File: src/rtl/load_store_unit_pkg.sv
// Shared constants and types for the load/store unit: memory command codes,
// access sizes, bus widths and the FSM state encoding.
package load_store_unit_pkg;

  localparam int unsigned W_CPU     = 32;
  localparam int unsigned W_BE      = W_CPU / 8;
  localparam int unsigned W_MEM_CMD = 2;
  localparam int unsigned W_SIZE    = 2;
  localparam int unsigned W_LSU_ST  = 2;

  localparam logic [W_MEM_CMD-1:0] MEM_NOP   = 2'd0;
  localparam logic [W_MEM_CMD-1:0] MEM_READ  = 2'd1;
  localparam logic [W_MEM_CMD-1:0] MEM_WRITE = 2'd2;

  localparam logic [W_SIZE-1:0] SIZE_B = 2'd0;
  localparam logic [W_SIZE-1:0] SIZE_H = 2'd1;
  localparam logic [W_SIZE-1:0] SIZE_W = 2'd2;

  typedef enum logic [W_LSU_ST-1:0] {
    LSU_IDLE = 2'd0,
    LSU_REQ  = 2'd1,
    LSU_RSP  = 2'd2,
    LSU_DONE = 2'd3
  } lsu_st_e;

endpackage

File: src/rtl/load_store_unit_if.sv
// Data-memory bus: valid/ready request channel plus a valid-only response
// channel. master = load/store unit, slave = data memory.
interface load_store_unit_if;
  import load_store_unit_pkg::*;

  logic             m_req_valid;
  logic             m_req_ready;
  logic             m_we;
  logic [W_CPU-1:0] m_addr;
  logic [W_BE-1:0]  m_be;
  logic [W_CPU-1:0] m_wdata;
  logic             m_rsp_valid;
  logic [W_CPU-1:0] m_rdata;

  modport master (
    output m_req_valid, m_we, m_addr, m_be, m_wdata,
    input  m_req_ready, m_rsp_valid, m_rdata
  );

  modport slave (
    input  m_req_valid, m_we, m_addr, m_be, m_wdata,
    output m_req_ready, m_rsp_valid, m_rdata
  );

endinterface

File: src/rtl/load_store_unit_lane_align.sv
// Combinational byte-lane steering.
//   in : lane (addr[1:0]), size, load_sign, wdata (right-justified), rdata_raw
//   out: be_c, st_data_c (lane-replicated), ld_data_c (extended), misaligned_c
module load_store_unit_lane_align
  import load_store_unit_pkg::*;
(
  input  logic [1:0]        lane,
  input  logic [W_SIZE-1:0] size,
  input  logic              load_sign,
  input  logic [W_CPU-1:0]  wdata,
  input  logic [W_CPU-1:0]  rdata_raw,
  output logic [W_BE-1:0]   be_c,
  output logic [W_CPU-1:0]  st_data_c,
  output logic [W_CPU-1:0]  ld_data_c,
  output logic              misaligned_c
);

  logic [7:0]  byte_v;
  logic [15:0] half_v;

  assign byte_v = rdata_raw[{lane, 3'b000} +: 8];
  assign half_v = rdata_raw[{lane[1], 4'b0000} +: 16];

  always_comb begin
    be_c         = '0;
    st_data_c    = '0;
    ld_data_c    = '0;
    misaligned_c = 1'b0;
    case (size)
      SIZE_B: begin
        be_c      = 4'b0001 << lane;
        st_data_c = {4{wdata[7:0]}};
        ld_data_c = {{(W_CPU-8){load_sign & byte_v[7]}}, byte_v};
      end
      SIZE_H: begin
        misaligned_c = lane[0];
        be_c         = 4'b0011 << {lane[1], 1'b0};
        st_data_c    = {2{wdata[15:0]}};
        ld_data_c    = {{(W_CPU-16){load_sign & half_v[15]}}, half_v};
      end
      SIZE_W: begin
        misaligned_c = |lane;
        be_c         = 4'b1111;
        st_data_c    = wdata;
        ld_data_c    = rdata_raw;
      end
      default: misaligned_c = 1'b1;
    endcase
  end

endmodule

File: src/rtl/load_store_unit.sv
// Load/store unit: turns a core memory command into one valid/ready
// transaction on the data memory, stalls the core until it completes and
// returns extended load data plus an error flag for one cycle in DONE.
//   clk, rst (async, active-low)
//   core side: mem_cmd, size, load_sign, addr, wdata -> rdata, stall, err
//   mem       : load_store_unit_if.master
module load_store_unit
  import load_store_unit_pkg::*;
#(
  parameter int unsigned TIMEOUT = 255
)(
  input  logic                 clk,
  input  logic                 rst,
  input  logic [W_MEM_CMD-1:0] mem_cmd,
  input  logic [W_SIZE-1:0]    size,
  input  logic                 load_sign,
  input  logic [W_CPU-1:0]     addr,
  input  logic [W_CPU-1:0]     wdata,
  output logic [W_CPU-1:0]     rdata,
  output logic                 stall,
  output logic                 err,
  load_store_unit_if.master    mem
);

  localparam int unsigned W_CNT = 8;

  lsu_st_e           state;
  logic [W_CNT-1:0]  cnt;
  logic [1:0]        lane_q;
  logic [W_SIZE-1:0] size_q;
  logic              sign_q;

  logic [1:0]        al_lane;
  logic [W_SIZE-1:0] al_size;
  logic              al_sign;
  logic [W_BE-1:0]   be_c;
  logic [W_CPU-1:0]  st_data_c;
  logic [W_CPU-1:0]  ld_data_c;
  logic              misaligned_c;
  logic              timeout_c;

  // Live core inputs decide the request in IDLE; latched copies steer the load data later.
  assign al_lane = (state == LSU_IDLE) ? addr[1:0] : lane_q;
  assign al_size = (state == LSU_IDLE) ? size      : size_q;
  assign al_sign = (state == LSU_IDLE) ? load_sign : sign_q;

  load_store_unit_lane_align u_align (
    .lane         (al_lane),
    .size         (al_size),
    .load_sign    (al_sign),
    .wdata        (wdata),
    .rdata_raw    (mem.m_rdata),
    .be_c         (be_c),
    .st_data_c    (st_data_c),
    .ld_data_c    (ld_data_c),
    .misaligned_c (misaligned_c)
  );

  assign timeout_c = (cnt >= W_CNT'(TIMEOUT - 1));

  // Stall rises in the same cycle a command appears; gated low while in reset.
  assign stall = rst & (((state == LSU_IDLE) && (mem_cmd != MEM_NOP)) ||
                        (state == LSU_REQ) || (state == LSU_RSP));

  // FSM, timeout counter and registered request/response outputs.
  always_ff @(posedge clk or negedge rst) begin
    if (!rst) begin
      state           <= LSU_IDLE;
      cnt             <= '0;
      lane_q          <= '0;
      size_q          <= '0;
      sign_q          <= 1'b0;
      rdata           <= '0;
      err             <= 1'b0;
      mem.m_req_valid <= 1'b0;
      mem.m_we        <= 1'b0;
      mem.m_addr      <= '0;
      mem.m_be        <= '0;
      mem.m_wdata     <= '0;
    end else begin
      case (state)
        LSU_IDLE: begin
          if (mem_cmd != MEM_NOP) begin
            if (misaligned_c) begin
              state <= LSU_DONE;
              err   <= 1'b1;
              rdata <= '0;
            end else begin
              state           <= LSU_REQ;
              cnt             <= '0;
              lane_q          <= addr[1:0];
              size_q          <= size;
              sign_q          <= load_sign;
              mem.m_req_valid <= 1'b1;
              mem.m_we        <= (mem_cmd == MEM_WRITE);
              mem.m_addr      <= {addr[W_CPU-1:2], 2'b00};
              mem.m_be        <= be_c;
              mem.m_wdata     <= st_data_c;
            end
          end
        end
        LSU_REQ: begin
          if (mem.m_req_ready && mem.m_rsp_valid) begin
            state           <= LSU_DONE;
            mem.m_req_valid <= 1'b0;
            rdata           <= mem.m_we ? '0 : ld_data_c;
          end else if (mem.m_req_ready) begin
            state           <= LSU_RSP;
            mem.m_req_valid <= 1'b0;
            cnt             <= cnt + W_CNT'(1);
          end else if (timeout_c) begin
            state           <= LSU_DONE;
            mem.m_req_valid <= 1'b0;
            err             <= 1'b1;
            rdata           <= '0;
          end else begin
            cnt <= cnt + W_CNT'(1);
          end
        end
        LSU_RSP: begin
          if (mem.m_rsp_valid) begin
            state <= LSU_DONE;
            rdata <= mem.m_we ? '0 : ld_data_c;
          end else if (timeout_c) begin
            state <= LSU_DONE;
            err   <= 1'b1;
            rdata <= '0;
          end else begin
            cnt <= cnt + W_CNT'(1);
          end
        end
        default: begin
          // DONE: result visible for exactly one cycle.
          state <= LSU_IDLE;
          rdata <= '0;
          err   <= 1'b0;
        end
      endcase
    end
  end

endmodule

File: src/flat_wrapper.sv
// flat-port wrapper written by rule: the top's interface ports become plain ports
module load_store_unit_flat import load_store_unit_pkg::*;
#(
  parameter int unsigned TIMEOUT = 255
)
  (clk, rst, mem_cmd, size, load_sign, addr, wdata, rdata, stall, err, mem_m_req_valid, mem_m_we, mem_m_addr, mem_m_be, mem_m_wdata, mem_m_req_ready, mem_m_rsp_valid, mem_m_rdata);
  load_store_unit_if mem_i ();
  input  logic clk;
  input  logic rst;
  input  logic [W_MEM_CMD-1:0] mem_cmd;
  input  logic [W_SIZE-1:0] size;
  input  logic load_sign;
  input  logic [W_CPU-1:0] addr;
  input  logic [W_CPU-1:0] wdata;
  output logic [W_CPU-1:0] rdata;
  output logic stall;
  output logic err;
  output wire logic [$bits(mem_i.m_req_valid)-1:0] mem_m_req_valid;
  output wire logic [$bits(mem_i.m_we)-1:0] mem_m_we;
  output wire logic [$bits(mem_i.m_addr)-1:0] mem_m_addr;
  output wire logic [$bits(mem_i.m_be)-1:0] mem_m_be;
  output wire logic [$bits(mem_i.m_wdata)-1:0] mem_m_wdata;
  input wire logic [$bits(mem_i.m_req_ready)-1:0] mem_m_req_ready;
  input wire logic [$bits(mem_i.m_rsp_valid)-1:0] mem_m_rsp_valid;
  input wire logic [$bits(mem_i.m_rdata)-1:0] mem_m_rdata;
  assign mem_m_req_valid = mem_i.m_req_valid;
  assign mem_m_we = mem_i.m_we;
  assign mem_m_addr = mem_i.m_addr;
  assign mem_m_be = mem_i.m_be;
  assign mem_m_wdata = mem_i.m_wdata;
  assign mem_i.m_req_ready = mem_m_req_ready;
  assign mem_i.m_rsp_valid = mem_m_rsp_valid;
  assign mem_i.m_rdata = mem_m_rdata;
  load_store_unit #(.TIMEOUT(TIMEOUT)) u_core (.clk(clk), .rst(rst), .mem_cmd(mem_cmd), .size(size), .load_sign(load_sign), .addr(addr), .wdata(wdata), .rdata(rdata), .stall(stall), .err(err), .mem(mem_i));
endmodule
File: config.mk
export PLATFORM = sky130hd
export DESIGN_NAME = load_store_unit_flat
export DESIGN_NICKNAME = d
export VERILOG_FILES = /design/src/rtl/load_store_unit_pkg.sv /design/src/rtl/load_store_unit_if.sv /design/src/rtl/load_store_unit_lane_align.sv /design/src/rtl/load_store_unit.sv /design/src/flat_wrapper.sv
export SDC_FILE = /design/constraint.sdc
export NUM_CORES = 1
export LEC_CHECK = 0
export BUFFER_PORTS_ARGS = -buffer_cell sky130_fd_sc_hd__buf_2
export CAP_MARGIN = 20
export CELL_PAD_IN_SITES_DETAIL_PLACEMENT = 1
export CELL_PAD_IN_SITES_GLOBAL_PLACEMENT = 2
export CORE_ASPECT_RATIO = 0.5
export CORE_MARGIN = 10
export CORE_UTILIZATION = 33
export DETAILED_ROUTE_END_ITERATION = 8
export HOLD_SLACK_MARGIN = 0.05
export PLACE_DENSITY = 0.89
export SLEW_MARGIN = 0
export SYNTH_ARGS = -nofsm -noshare
export SYNTH_HDL_FRONTEND = slang
export SYNTH_SLANG_ARGS = --single-unit
File: constraint.sdc
create_clock -name clk -period 5.2 [get_ports clk]
set_input_delay 0.52 -clock clk [delete_from_list [all_inputs] [get_ports clk]]
set_output_delay 0.52 -clock clk [all_outputs]
set_load 0.02 [all_outputs]
==> results of run 1 <==
==> cell families after synthesis <==
kind of cell             share of synthesized area, %
buffers and inverters                            3.57
other                                          0.0653
flip-flops                                       50.5
multiplexers                                     12.9
AO/OA/AOI/OAI                                    21.6
AND/OR/NAND/NOR                                  9.97
adder cells (fa/ha/maj)                          1.31
==> critical path: stages (launching register included) <==
cell and delay [ns]:
dfrtp_1 0.42, inv_1 0.10, ha_1 0.44, buf_4 0.33, mux2_2 0.51, nand2_1 0.13
or3b_4 0.47, nor3_2 0.83, a221o_2 0.31
==> cell usage in the layout (no fill, tap or decap), drive strengths merged, types with 2 or more instances in the layout <==
master,instances
nor4b,3
a21oi,25
a21boi,7
a31oi,9
o32ai,3
a41oi,3
nor4,3
a221o,17
nor3,6
clkbuf,21
a21o,9
a211o,2
clkinv,7
o22ai,8
buf,212
nor2b,3
and3,5
ha,6
nand2,62
bufinv,2
nand3,3
nand3b,2
nor2,24
mux2,51
a22oi,10
nor3b,3
a22o,7
o21ai,57
o21a,3
a222oi,8
mux2i,16
inv,8
dfrtp,116
conb,2
==> flip-flops by register name (all words and copies together) (netlist names), 2 cells and up <==
name and cells:
u_core.mem.m_wdata 32, u_core.rdata 32, u_core.mem.m_addr 30, u_core.cnt 8, u_core.mem.m_be 4, u_core.lane_q 2, u_core.size_q 2, u_core.state 2
==> power by group through the flow <==
| stage | Clock, W | Sequential [W] | Combinational (W) |
|---|---|---|---|
| final | 0.00117 | 0.00142 | 0.00242 |
| after detailed placement | 0 | 0.00144 | 0.00239 |
| after CTS | 0.00119 | 0.00142 | 0.00240 |
| after global placement | 0 | 0.00141 | 0.00233 |
| after global routing | 0.00125 | 0.00147 | 0.00262 |
| after floorplan | 0 | 0.00177 | 0.00125 |
==> worst min-delay path by stage <==
stage / from / depth (start not counted) / endpoint
after global placement: u_core.mem.m_wdata[22]$_DFFE_PN0P_ / 2 / u_core.mem.m_wdata[22]$_DFFE_PN0P_
after detailed placement: u_core.mem.m_wdata[19]$_DFFE_PN0P_ / 2 / u_core.mem.m_wdata[19]$_DFFE_PN0P_
final: rst / 1 / u_core.rdata[5]$_DFFE_PN0P_
after floorplan: rst / 0 / u_core.cnt[0]$_DFFE_PN0P_
after global routing: rst / 1 / u_core.rdata[5]$_DFFE_PN0P_
after CTS: rst / 1 / u_core.rdata[8]$_DFFE_PN0P_
==> metal layers <==
layer,vias up,track usage (%),part of all wire [%]
met5,-,0,0
met4,0,4.74,0.71
met3,12,4.58,4.7
met2,130,30.5,52
met1,2604,20.9,43
li1,2381,-,-
==> area by class of cell <==
cell class              count  area, µm²
clock buffers              21        470
clock inverters            10        106
fillers                  1906       9170
inverters                   8       30.0
multi-input cells         374       2650
flip-flops and latches    116       2900
well taps                 227        284
repair buffers            212       1110
==> metrics by stage <==
step	hold slack [ns]	power [W]	util (%)	instance area, µm²
after detailed placement	0.465	0.00383	41.6	6950
after global routing	0.229	0.00533	45.2	7550
after floorplan	0.224	0.00302	-	5750
after global placement	0.458	0.00375	41.6	6950
after CTS	0.207	0.00502	45.0	7530
final	0.177	0.00501	45.2	7550
==> impl_results.md, run 1 <==
- Status: complete, no violations
- Die width: a little over 200 µm
- Starting Density: around 34%
- Sink Count: ~120
- Setup WS pre-CTS: approximately 1.6 ns
- Drt drc: 0
- Int Pwr: ~0.0029 W
- Crit path launch: u_core.state[0]$_DFFE_PN0P_
- Pin count of the biggest net entering global routing: between 70 and 80
- Mapped cell area: 5750 µm²
- Detailed Place HPWL: about 15000 µm
- Die height: 113 µm
- FMAX: approximately 270 MHz
- Sw frac: a little over two fifths
- Share of the synthesized area in the top cell type: approximately 50%
- CTS-repair resized insts: 0
- Final Non-Filler Cells: ~970
- Peak supply drop: about 0.27 mV
- Final antenna-violating net count: 0
- Cell taking the most area after synthesis: dfrtp_1
- Total number of yosys warnings: 0
- Hold Path Class: in2async
- CTS tree: done
- Psw: 0.00215 W
- CTS buffer count: 17
- Reg2reg setup slack: 1.55 ns
- Via Count: 5127
- Vias per cell: between 5 and 6
- Final net count: between 800 and 900
- Growth of design area from synthesis to finish: 31.5%
- Max cap viols: 0
- Ys flop type: dfrtp_1
- Post-synth top cells: dfrtp_1, nand2_1, o21ai_0
- R2R depth: 8
- Setup WS post-layout: between 1.5 and 2 ns
- Hold buffers post-CTS: 0
- H-tree levels: 4
- Setup TNS: 0 ns
- Worst-path clk slew: 0.06 ns
- WL per Instance: 21.6 µm
- FF-to-FF End: u_core.rdata[26]$_DFFE_PN0P_
- Post-synth EDFFs: 0
- Setup bufs post-CTS: 0
- Post-synth cell types: 60
- WP data required: about 5.5 ns
- Gr usage total: 17.5%
- First-pass GRT wire length: about 32000 µm
- GRT overflow: 0
- Flops & latches, synth: 116
- I/O Buffers: slightly above 200
- Clock power frac: 23.3%
- Crit. End Element: register
- Setup CP Type: reg2reg
- Maximum buffer depth of the clock tree: 2
- RD Place Congestion: approximately 0.85
- IO Pins: about 210
- Combinational power share: roughly half
- Worst slew pin tran: between 1 and 1.5 ns
- Final min period: approximately 3.6 ns
- Synth top area cells: dfrtp_1, mux2_2, o21ai_0, nand2_1, mux2i_1
- Die ar.: 23400 µm²
- Clk_lat worst skew: ~0.42 ns
- Leak: about 3.8 nW
- Vias in the first global route: between 5000 and 6000
- RSZ-0062 raised after global routing: false
- Final setup viols: 0
- CTS root buffer: clkbuf_16
- Initial antenna violation count: 0
- Cell Pwr Density: ~660 nW/µm²
- Async SR Flop Fraction: between 90% and 100%
- Synth Area per Inst: approximately 11 µm²
- Top-count cell post-synth: dfrtp_1
- N_diodes: 0
- Placed Cells: about 940
- Startpoint types: register
- Reg power frac: ~28%
- Sequential-to-total area share from yosys stat: 50.5%
- WP data arrival: ~4 ns
- Total wire length: approximately 21000 µm
- Synth Instances: about 530
- Layout cells sized above 1: a little over two fifths
- Core box area: 16700 µm²
- Peak fanout along the critical path: 18
- Fin. Hold Viols: 0
- Max-slew violations: 0
- Number of detailed-route iterations in the first pass: 8
- Starting DRT DRC Count: roughly 350
- Cell row count: 33
- Worst Setup EP: u_core.rdata[26]$_DFFE_PN0P_
- Worst rel slew slack: 27.9%
- Period utilisation layout: 70.1%
- Clock Skew: 0.00965 ns
- Origin of the critical flop-to-flop path: u_core.state[0]$_DFFE_PN0P_
No activity file was read; power rests on OpenSTA's default activity.
==> run 2: changes to the inputs <==
--- a/config.mk
+++ b/config.mk
@@ -11,10 +11,10 @@
 export CELL_PAD_IN_SITES_GLOBAL_PLACEMENT = 2
 export CORE_ASPECT_RATIO = 0.5
 export CORE_MARGIN = 10
-export CORE_UTILIZATION = 33
+export CORE_UTILIZATION = 27
 export DETAILED_ROUTE_END_ITERATION = 8
 export HOLD_SLACK_MARGIN = 0.05
-export PLACE_DENSITY = 0.89
+export PLACE_DENSITY = 0.79
 export SLEW_MARGIN = 0
 export SYNTH_ARGS = -nofsm -noshare
 export SYNTH_HDL_FRONTEND = slang
==> constraint.sdc (replaced) <==
create_clock -name clk -period 3.1 [get_ports clk]
set_input_delay 0.31 -clock clk [delete_from_list [all_inputs] [get_ports clk]]
set_output_delay 0.31 -clock clk [all_outputs]
set_load 0.02 [all_outputs]
==> run 2 against run 1 <==
- worst hold slack lost 0.062 ns
- die area grew 19%
- total power grew 77%
- largest power group unchanged
- final cell count grew 6.4%
- largest cell class unchanged
==> impl_results.md, run 2 (synthesis results as in run 1) <==
- Peak supply drop: 0.336 mV (was 0.273 mV)
- Worst slew pin tran: 0.760 ns (was 1.08 ns)
- H-tree levels: 4 (unchanged)
- Sw frac: 42.0% (was 42.9%)
- R2R depth: 8 (unchanged)
- IO Pins: 209 (unchanged)
- Worst rel slew slack: 48.8% (was 27.9%)
- N_diodes: 0 (unchanged)
- Fin. Hold Viols: 0 (unchanged)
- Initial antenna violation count: 0 (unchanged)
- Total wire length: 22100 µm (was 20900 µm)
- Origin of the critical flop-to-flop path: u_core.state[1]$_DFFE_PN0P_ (was u_core.state[0]$_DFFE_PN0P_)
- FMAX: 360 MHz (was 274 MHz)
- Maximum buffer depth of the clock tree: 2 (unchanged)
- Die ar.: 27900 µm² (was 23400 µm²)
- CTS root buffer: clkbuf_16 (unchanged)
- Hold Path Sink: u_core.mem.m_addr[15]$_DFFE_PN0P_
- CTS buffer count: 17 (unchanged)
- Crit path buf inv count: 2 (unchanged)
- WP data required: 3.40 ns (was 5.54 ns)
- Int Pwr: 0.00514 W (was 0.00286 W)
- Core box area: 20700 µm² (was 16700 µm²)
- Starting Density: 27.7% (was 34.4%)
- Starting DRT DRC Count: 353 (was 354)
- Number of detailed-route iterations in the first pass: 5 (was 8)
- Worst-path clk slew: 0.06 ns (about the same)
- Critical hold path startpoint: addr[15]
- First-pass GRT wire length: 33800 µm (was 32200 µm)
- RD Place Congestion: 0.857 (was 0.850)
- Crit-path leading delay family: compound AO/OA/AOI/OAI gates (was simple AND/OR/NAND/NOR gates)
- CTS tree: done (unchanged)
- Cell Pwr Density: 1130 nW/µm² (was 663 nW/µm²)
- Psw: 0.00373 W (was 0.00215 W)
- Worst path cell trace: inv_1 > ha_1 > buf_4 > mux2i_1 > mux2_2 > o2111a_1 > a222oi_1 > o21ai_0 (was inv_1 > ha_1 > buf_4 > mux2_2 > nand2_1 > or3b_4 > nor3_2 > a221o_2)
- FF-to-FF End: u_core.rdata[9]$_DFFE_PN0P_ (was u_core.rdata[26]$_DFFE_PN0P_)
- Reg power frac: 26.9% (was 28.4%)
- Setup CP Type: reg2reg (unchanged)
- I/O Buffers: 206 (unchanged)
- Die width: 226 µm (was 207 µm)
- Status: complete, no violations (unchanged)
- Most frequent cells in the layout: buf_2, dfrtp_1, nand2_1 (unchanged)
- Max-slew violations: 0 (unchanged)
- Final Util: 37.8% (was 45.2%)
- Via Count: 5251 (was 5127)
- Commonest non-fill, non-tap cell in the layout: buf_2 (unchanged)
- Vias in the first global route: 5617 (was 5564)
- Growth of design area from synthesis to finish: 36.3% (was 31.5%)
- Combinational power share: 47.5% (was 48.3%)
- Leak: 3.87 nW (was 3.76 nW)
- Hold Path Class: in2reg (was in2async)
- Final min period: 2.78 ns (was 3.65 ns)
- Drt drc: 0 (unchanged)
- GRT overflow: 0 (unchanged)
- Setup WS pre-CTS: 0.112 ns (was 1.59 ns)
- Clk_lat worst skew: 0.42 ns (about the same)
- RSZ-0062 raised after global routing: false (unchanged)
- Sink Count: 116 (unchanged)
- WL per Instance: 21.5 µm (was 21.6 µm)
- Crit. End Element: register (unchanged)
- WP data arrival: 3.08 ns (was 3.99 ns)
- Total power: 0.00887 W (was 0.00501 W)
- Detailed Place HPWL: 16300 µm (was 15500 µm)
- Layout cells sized above 1: 43.3% (was 42.1%)
- CP max stage delay: 0.42 ns (was 0.83 ns)
- Final setup viols: 0 (unchanged)
- Vias per cell: 5.10 (was 5.30)
- Crit path launch: u_core.state[1]$_DFFE_PN0P_ (was u_core.state[0]$_DFFE_PN0P_)
- Final net count: 855 (was 840)
- Reg2reg setup slack: 0.32 ns (was 1.55 ns)
- Die height: 123 µm (was 113 µm)
- Clock power frac: 25.5% (was 23.3%)
- Setup TNS: 0 ns (unchanged)
- Max cap viols: 0 (unchanged)
- Clock Skew: 0.0110 ns (was 0.00965 ns)
- Fin Hold WS: 0.116 ns (was 0.177 ns)
- Cell row count: 37 (was 33)
- Largest regs: u_core.mem.m_wdata x32, u_core.rdata x32, u_core.mem.m_addr x30 (unchanged)
- Critical-path top delay cell: dfrtp_1 (was nor3_2)
- Startpoint types: register (unchanged)
- Worst Hold Depth: 2
- Setup WS post-layout: 0.320 ns (was 1.55 ns)
- Pin count of the biggest net entering global routing: 86 (was 77)
- Period utilisation layout: 89.7% (was 70.1%)
- Gr usage total: 15.6% (was 17.5%)
- Final antenna-violating net count: 0 (unchanged)
- Peak fanout along the critical path: 14 (was 18)
## run 2: layout make-up
type	instances	area (µm²)
Tap cell	273	342
Inverter	8	30.0
Timing Repair Buffer	227	1230
Clock buffer	21	480
Sequential cell	116	2900
Multi-Input combinational cell	374	2650
Fill cell	2379	12900
Clock inverter	11	195
## run 2: what timing repair did
| item | CTS | global route |
|---|---|---|
| endpoints found under the setup margin | 0 | 16 |
| setup buffers | 0 | 1 |
| hold buffers | 1 | 0 |
| hold endpoints to repair | 40 | 0 |
| resized for setup | 0 | 0 |
## run 2: through the flow
step | cells | cell area (µm²)
2_1_floorplan | 533 | 5750
3_3_place_gp | 995 | 7120
3_5_place_dp | 995 | 7120
4_1_cts | 1028 | 7800
5_1_grt | 1030 | 7830
6_report | 1030 | 7830
## run 2: worst max-delay path by stage
stage                                         endpoint  depth (start not counted)
after floorplan           u_core.rdata[21]$_DFFE_PN0P_                          8
after global placement    u_core.rdata[24]$_DFFE_PN0P_                          8
after detailed placement  u_core.rdata[17]$_DFFE_PN0P_                          8
after CTS                 u_core.rdata[28]$_DFFE_PN0P_                          8
after global routing       u_core.rdata[9]$_DFFE_PN0P_                          8
final                      u_core.rdata[9]$_DFFE_PN0P_                          8
## run 2: power groups by stage
stage          combinational (W)  clock [W]  sequential [W]
3_3_place_gp             0.00412          0         0.00237
5_1_grt                  0.00458    0.00240         0.00246
2_1_floorplan            0.00210          0         0.00297
6_report                 0.00422    0.00227         0.00239
3_5_place_dp             0.00419          0         0.00240
4_1_cts                  0.00424    0.00232         0.00239
## run 2: worst reg2reg max path, cell delays in order (launching register included)
cell and delay [ns]:
dfrtp_1 0.42, inv_1 0.11, ha_1 0.29, buf_4 0.27, mux2i_1 0.29, mux2_2 0.38, o2111a_1 0.38, a222oi_1 0.39
o21ai_0 0.12
## run 2: per-layer routing
layer | wire length [µm] | GRT usage (%) | vias to the layer above | part of all wire (%)
li1 | - | - | 2413 | -
met1 | 9130 | 18.0 | 2668 | 41
met2 | 11600 | 27.9 | 134 | 52
met3 | 933 | 3.73 | 36 | 4.2
met4 | 483 | 5.71 | 0 | 2.2
met5 | 0 | 0 | - | 0
==> run 3: changes to the inputs <==
--- a/config.mk
+++ b/config.mk
@@ -11,10 +11,11 @@
 export CELL_PAD_IN_SITES_GLOBAL_PLACEMENT = 2
 export CORE_ASPECT_RATIO = 0.5
 export CORE_MARGIN = 10
-export CORE_UTILIZATION = 27
+export CORE_UTILIZATION = 33
 export DETAILED_ROUTE_END_ITERATION = 8
+export GPL_TIMING_DRIVEN = 0
 export HOLD_SLACK_MARGIN = 0.05
-export PLACE_DENSITY = 0.79
+export PLACE_DENSITY = 0.89
 export SLEW_MARGIN = 0
 export SYNTH_ARGS = -nofsm -noshare
 export SYNTH_HDL_FRONTEND = slang
==> constraint.sdc (replaced) <==
create_clock -name clk -period 3.25 [get_ports clk]
set_input_delay 0.325 -clock clk [delete_from_list [all_inputs] [get_ports clk]]
set_output_delay 0.325 -clock clk [all_outputs]
set_load 0.02 [all_outputs]
==> run 3 against run 2 <==
- first-iteration DRC count up 1.1%
- clock power is 4% lower
- largest power group unchanged
- final area down 0.70%
- worst setup slack got worse by 0.059 ns
- final cell count decreased by 2.9%
- sequential share of layout area increased by 0.26 points
- total power fell by 5.0%
- count of clock-buffer cells in the layout shrank 3
- wire length hardly changed
- register-to-register slack worse by 0.06 ns
==> impl_results.md, run 3 (synthesis results as in run 1) <==
- Routing usage on met2: 31.9% (was 27.9%)
- H-tree levels: 4 (unchanged)
- Commonest non-fill, non-tap cell in the layout: buf_2 (unchanged)
- Crit-path leading delay family: multiplexers (was compound AO/OA/AOI/OAI gates)
- Layout cells sized above 1: 41.1% (was 43.3%)
- Leak: 3.84 nW (was 3.87 nW)
- Starting Density: 34.4% (was 27.7%)
- GRT overflow: 0 (unchanged)
- Die ar.: 23400 µm² (was 27900 µm²)
- Status: complete, no violations (unchanged)
- Setup CP Type: reg2reg (unchanged)
- Reg2reg setup slack: 0.26 ns (was 0.32 ns)
- RSZ-0062 raised after global routing: false (unchanged)
- Initial antenna violation count: 3 (was 0)
- CTS tree: done (unchanged)
- CTS root buffer: clkbuf_16 (unchanged)
- RD Place Congestion: 0.825 (was 0.857)
- Worst slew pin tran: 0.958 ns (was 0.760 ns)
- Cell row count: 33 (was 37)
- Final net count: 869 (was 855)
- Die height: 113 µm (was 123 µm)
- CP max stage delay: 0.61 ns (was 0.42 ns)
- Worst rel slew slack: 36.1% (was 48.8%)
- Final setup viols: 0 (unchanged)
- Largest regs: u_core.mem.m_wdata x32, u_core.rdata x32, u_core.mem.m_addr x30 (unchanged)
- Cell Pwr Density: 1080 nW/µm² (was 1130 nW/µm²)
- Crit path depth: 9 (was 8)
- WP data required: 3.60 ns (was 3.40 ns)
- Growth of design area from synthesis to finish: 35.3% (was 36.3%)
- Max cap viols: 0 (unchanged)
- Met3 Use GR: 4.58% (was 3.73%)
- Max-slew violations: 0 (unchanged)
- CTS-repair resized insts: 0 (unchanged)
- Most frequent cells in the layout: buf_2, dfrtp_1, nand2_1 (unchanged)
- Startpoint types: register (unchanged)
- Starting DRT DRC Count: 357 (was 353)
- FMAX: 334 MHz (was 360 MHz)
- Hold Path Class: in2reg (unchanged)
- IO Pins: 209 (unchanged)
- Fin Hold WS: 0.134 ns (was 0.116 ns)
- Period utilisation layout: 92.0% (was 89.7%)
- FF-to-FF End: u_core.rdata[1]$_DFFE_PN0P_ (was u_core.rdata[9]$_DFFE_PN0P_)
- Pin count of the biggest net entering global routing: 69 (was 86)
- WL per Instance: 22.1 µm (was 21.5 µm)
- Total power: 0.00843 W (was 0.00887 W)
- Number of detailed-route iterations in the first pass: 5 (unchanged)
- Die width: 207 µm (was 226 µm)
- Fin. Hold Viols: 0 (unchanged)
- Finished Cell Area: 7770 µm² (was 7830 µm²)
- Crit. End Element: register (unchanged)
- Worst path cell trace: inv_1 > ha_1 > buf_6 > mux2i_1 > a211o_1 > buf_2 > nor3b_2 > a22o_1 > a21o_1 (was inv_1 > ha_1 > buf_4 > mux2i_1 > mux2_2 > o2111a_1 > a222oi_1 > o21ai_0)
- Setup bufs post-CTS: 0 (unchanged)
- Maximum buffer depth of the clock tree: 2 (unchanged)
- Sink Count: 116 (unchanged)
- Worst Setup EP: u_core.rdata[1]$_DFFE_PN0P_ (was u_core.rdata[9]$_DFFE_PN0P_)
- Final antenna-violating net count: 0 (unchanged)
- Vias in the first global route: 5851 (was 5617)
- Vias per cell: 5.36 (was 5.10)
- Peak supply drop: 0.447 mV (was 0.336 mV)
- M1 GR Usage: 22.5% (was 18.0%)
- WP data arrival: 3.34 ns (was 3.08 ns)
- Core box area: 16700 µm² (was 20700 µm²)
- I/O Buffers: 204 (was 206)
- Crit path launch: u_core.state[0]$_DFFE_PN0P_ (was u_core.state[1]$_DFFE_PN0P_)
- Worst-path clk slew: 0.07 ns (was 0.06 ns)
- Peak fanout along the critical path: 10 (was 14)
- Gr usage total: 18.6% (was 15.6%)
- First-pass GRT wire length: 34000 µm (was 33800 µm)
- Clk_lat worst skew: 0.42 ns (about the same)
- Via Count: 5360 (was 5251)
- Dpl cell area: 7090 µm² (was 7120 µm²)
- Most Used Layer, Global Route: met2 (unchanged)
- Filler Cell Count: 1915 (was 2379)
- Crit path buf inv count: 3 (was 2)
- Drt drc: 0 (unchanged)
- Final min period: 2.99 ns (was 2.78 ns)
- R2R depth: 9 (was 8)
- Critical-path top delay cell: mux2i_1 (was dfrtp_1)
- CTS buffer count: 17 (unchanged)
- Origin of the critical flop-to-flop path: u_core.state[0]$_DFFE_PN0P_ (was u_core.state[1]$_DFFE_PN0P_)
- Setup TNS: 0 ns (unchanged)
- Clock Skew: 0.0121 ns (was 0.0110 ns)
- Total wire length: 22100 µm (about the same)
- Detailed Place HPWL: 16500 µm (was 16300 µm)
[run 3: per-stage QoR]
step | instances | util, % | setup slack [ns]
2_1_floorplan | 533 | - | 0.875
3_3_place_gp | 964 | 42.2 | 0.0500
3_5_place_dp | 965 | 42.4 | 0.288
4_1_cts | 998 | 46.5 | 0.253
5_1_grt | 1000 | 46.5 | 0.0671
6_report | 1000 | 46.5 | 0.260
[run 3: worst min-delay path by stage]
stage	startpoint	endpoint	slack, ns	depth (start not counted)
2_1_floorplan	rst	u_core.cnt[0]$_DFFE_PN0P_	0.03	0
3_3_place_gp	u_core.mem.m_wdata[18]$_DFFE_PN0P_	u_core.mem.m_wdata[18]$_DFFE_PN0P_	0.46	2
3_5_place_dp	rst	u_core.rdata[29]$_DFFE_PN0P_	0.31	1
4_1_cts	addr[13]	u_core.mem.m_addr[13]$_DFFE_PN0P_	0.13	2
5_1_grt	addr[26]	u_core.mem.m_addr[26]$_DFFE_PN0P_	0.13	2
6_report	addr[19]	u_core.mem.m_addr[19]$_DFFE_PN0P_	0.13	2
[run 3: repair_timing]
action | in CTS | in global routing
endpoints found under the hold margin | 49 | 0
endpoints found under the setup margin | 0 | 0
hold buffers | 1 | 0
[run 3: where the power goes]
| part | switching (W) | leakage (nW) | internal (W) |
|---|---|---|---|
| clock network | 0.000725 | 0.326 | 0.00145 |
| logic | 0.00254 | 2.03 | 0.00143 |
| registers | 0.000318 | 1.49 | 0.00196 |
| total | 0.00359 | 3.84 | 0.00485 |
[run 3: routing by layer]
layer / routed length [µm] / part of all wire [%]
met3: 1270 / 5.8
met1: 9190 / 42
met5: 7 / 0.032
met2: 11300 / 51
met4: 343 / 1.6
[run 3: worst reg2reg max path: stages, from the launching register on]
cell and delay [ns]:
dfrtp_1 0.42, inv_1 0.10, ha_1 0.29, buf_6 0.20
mux2i_1 0.61, a211o_1 0.23, buf_2 0.24, nor3b_2 0.53
a22o_1 0.21, a21o_1 0.09
[run 3: final cells by class]
type | instances | area (µm²) | area share (%)
sequential | 116 | 2900 | 37.3
clock inverter | 14 | 233 | 2.99
antenna | 2 | 5.00 | 0.0644
buffer | 35 | 175 | 2.25
inverter | 8 | 30.0 | 0.386
multi-input combinational | 374 | 2640 | 34.0
clock buffer | 18 | 439 | 5.65
timing repair buffer | 206 | 1060 | 13.7
tap | 227 | 284 | 3.65
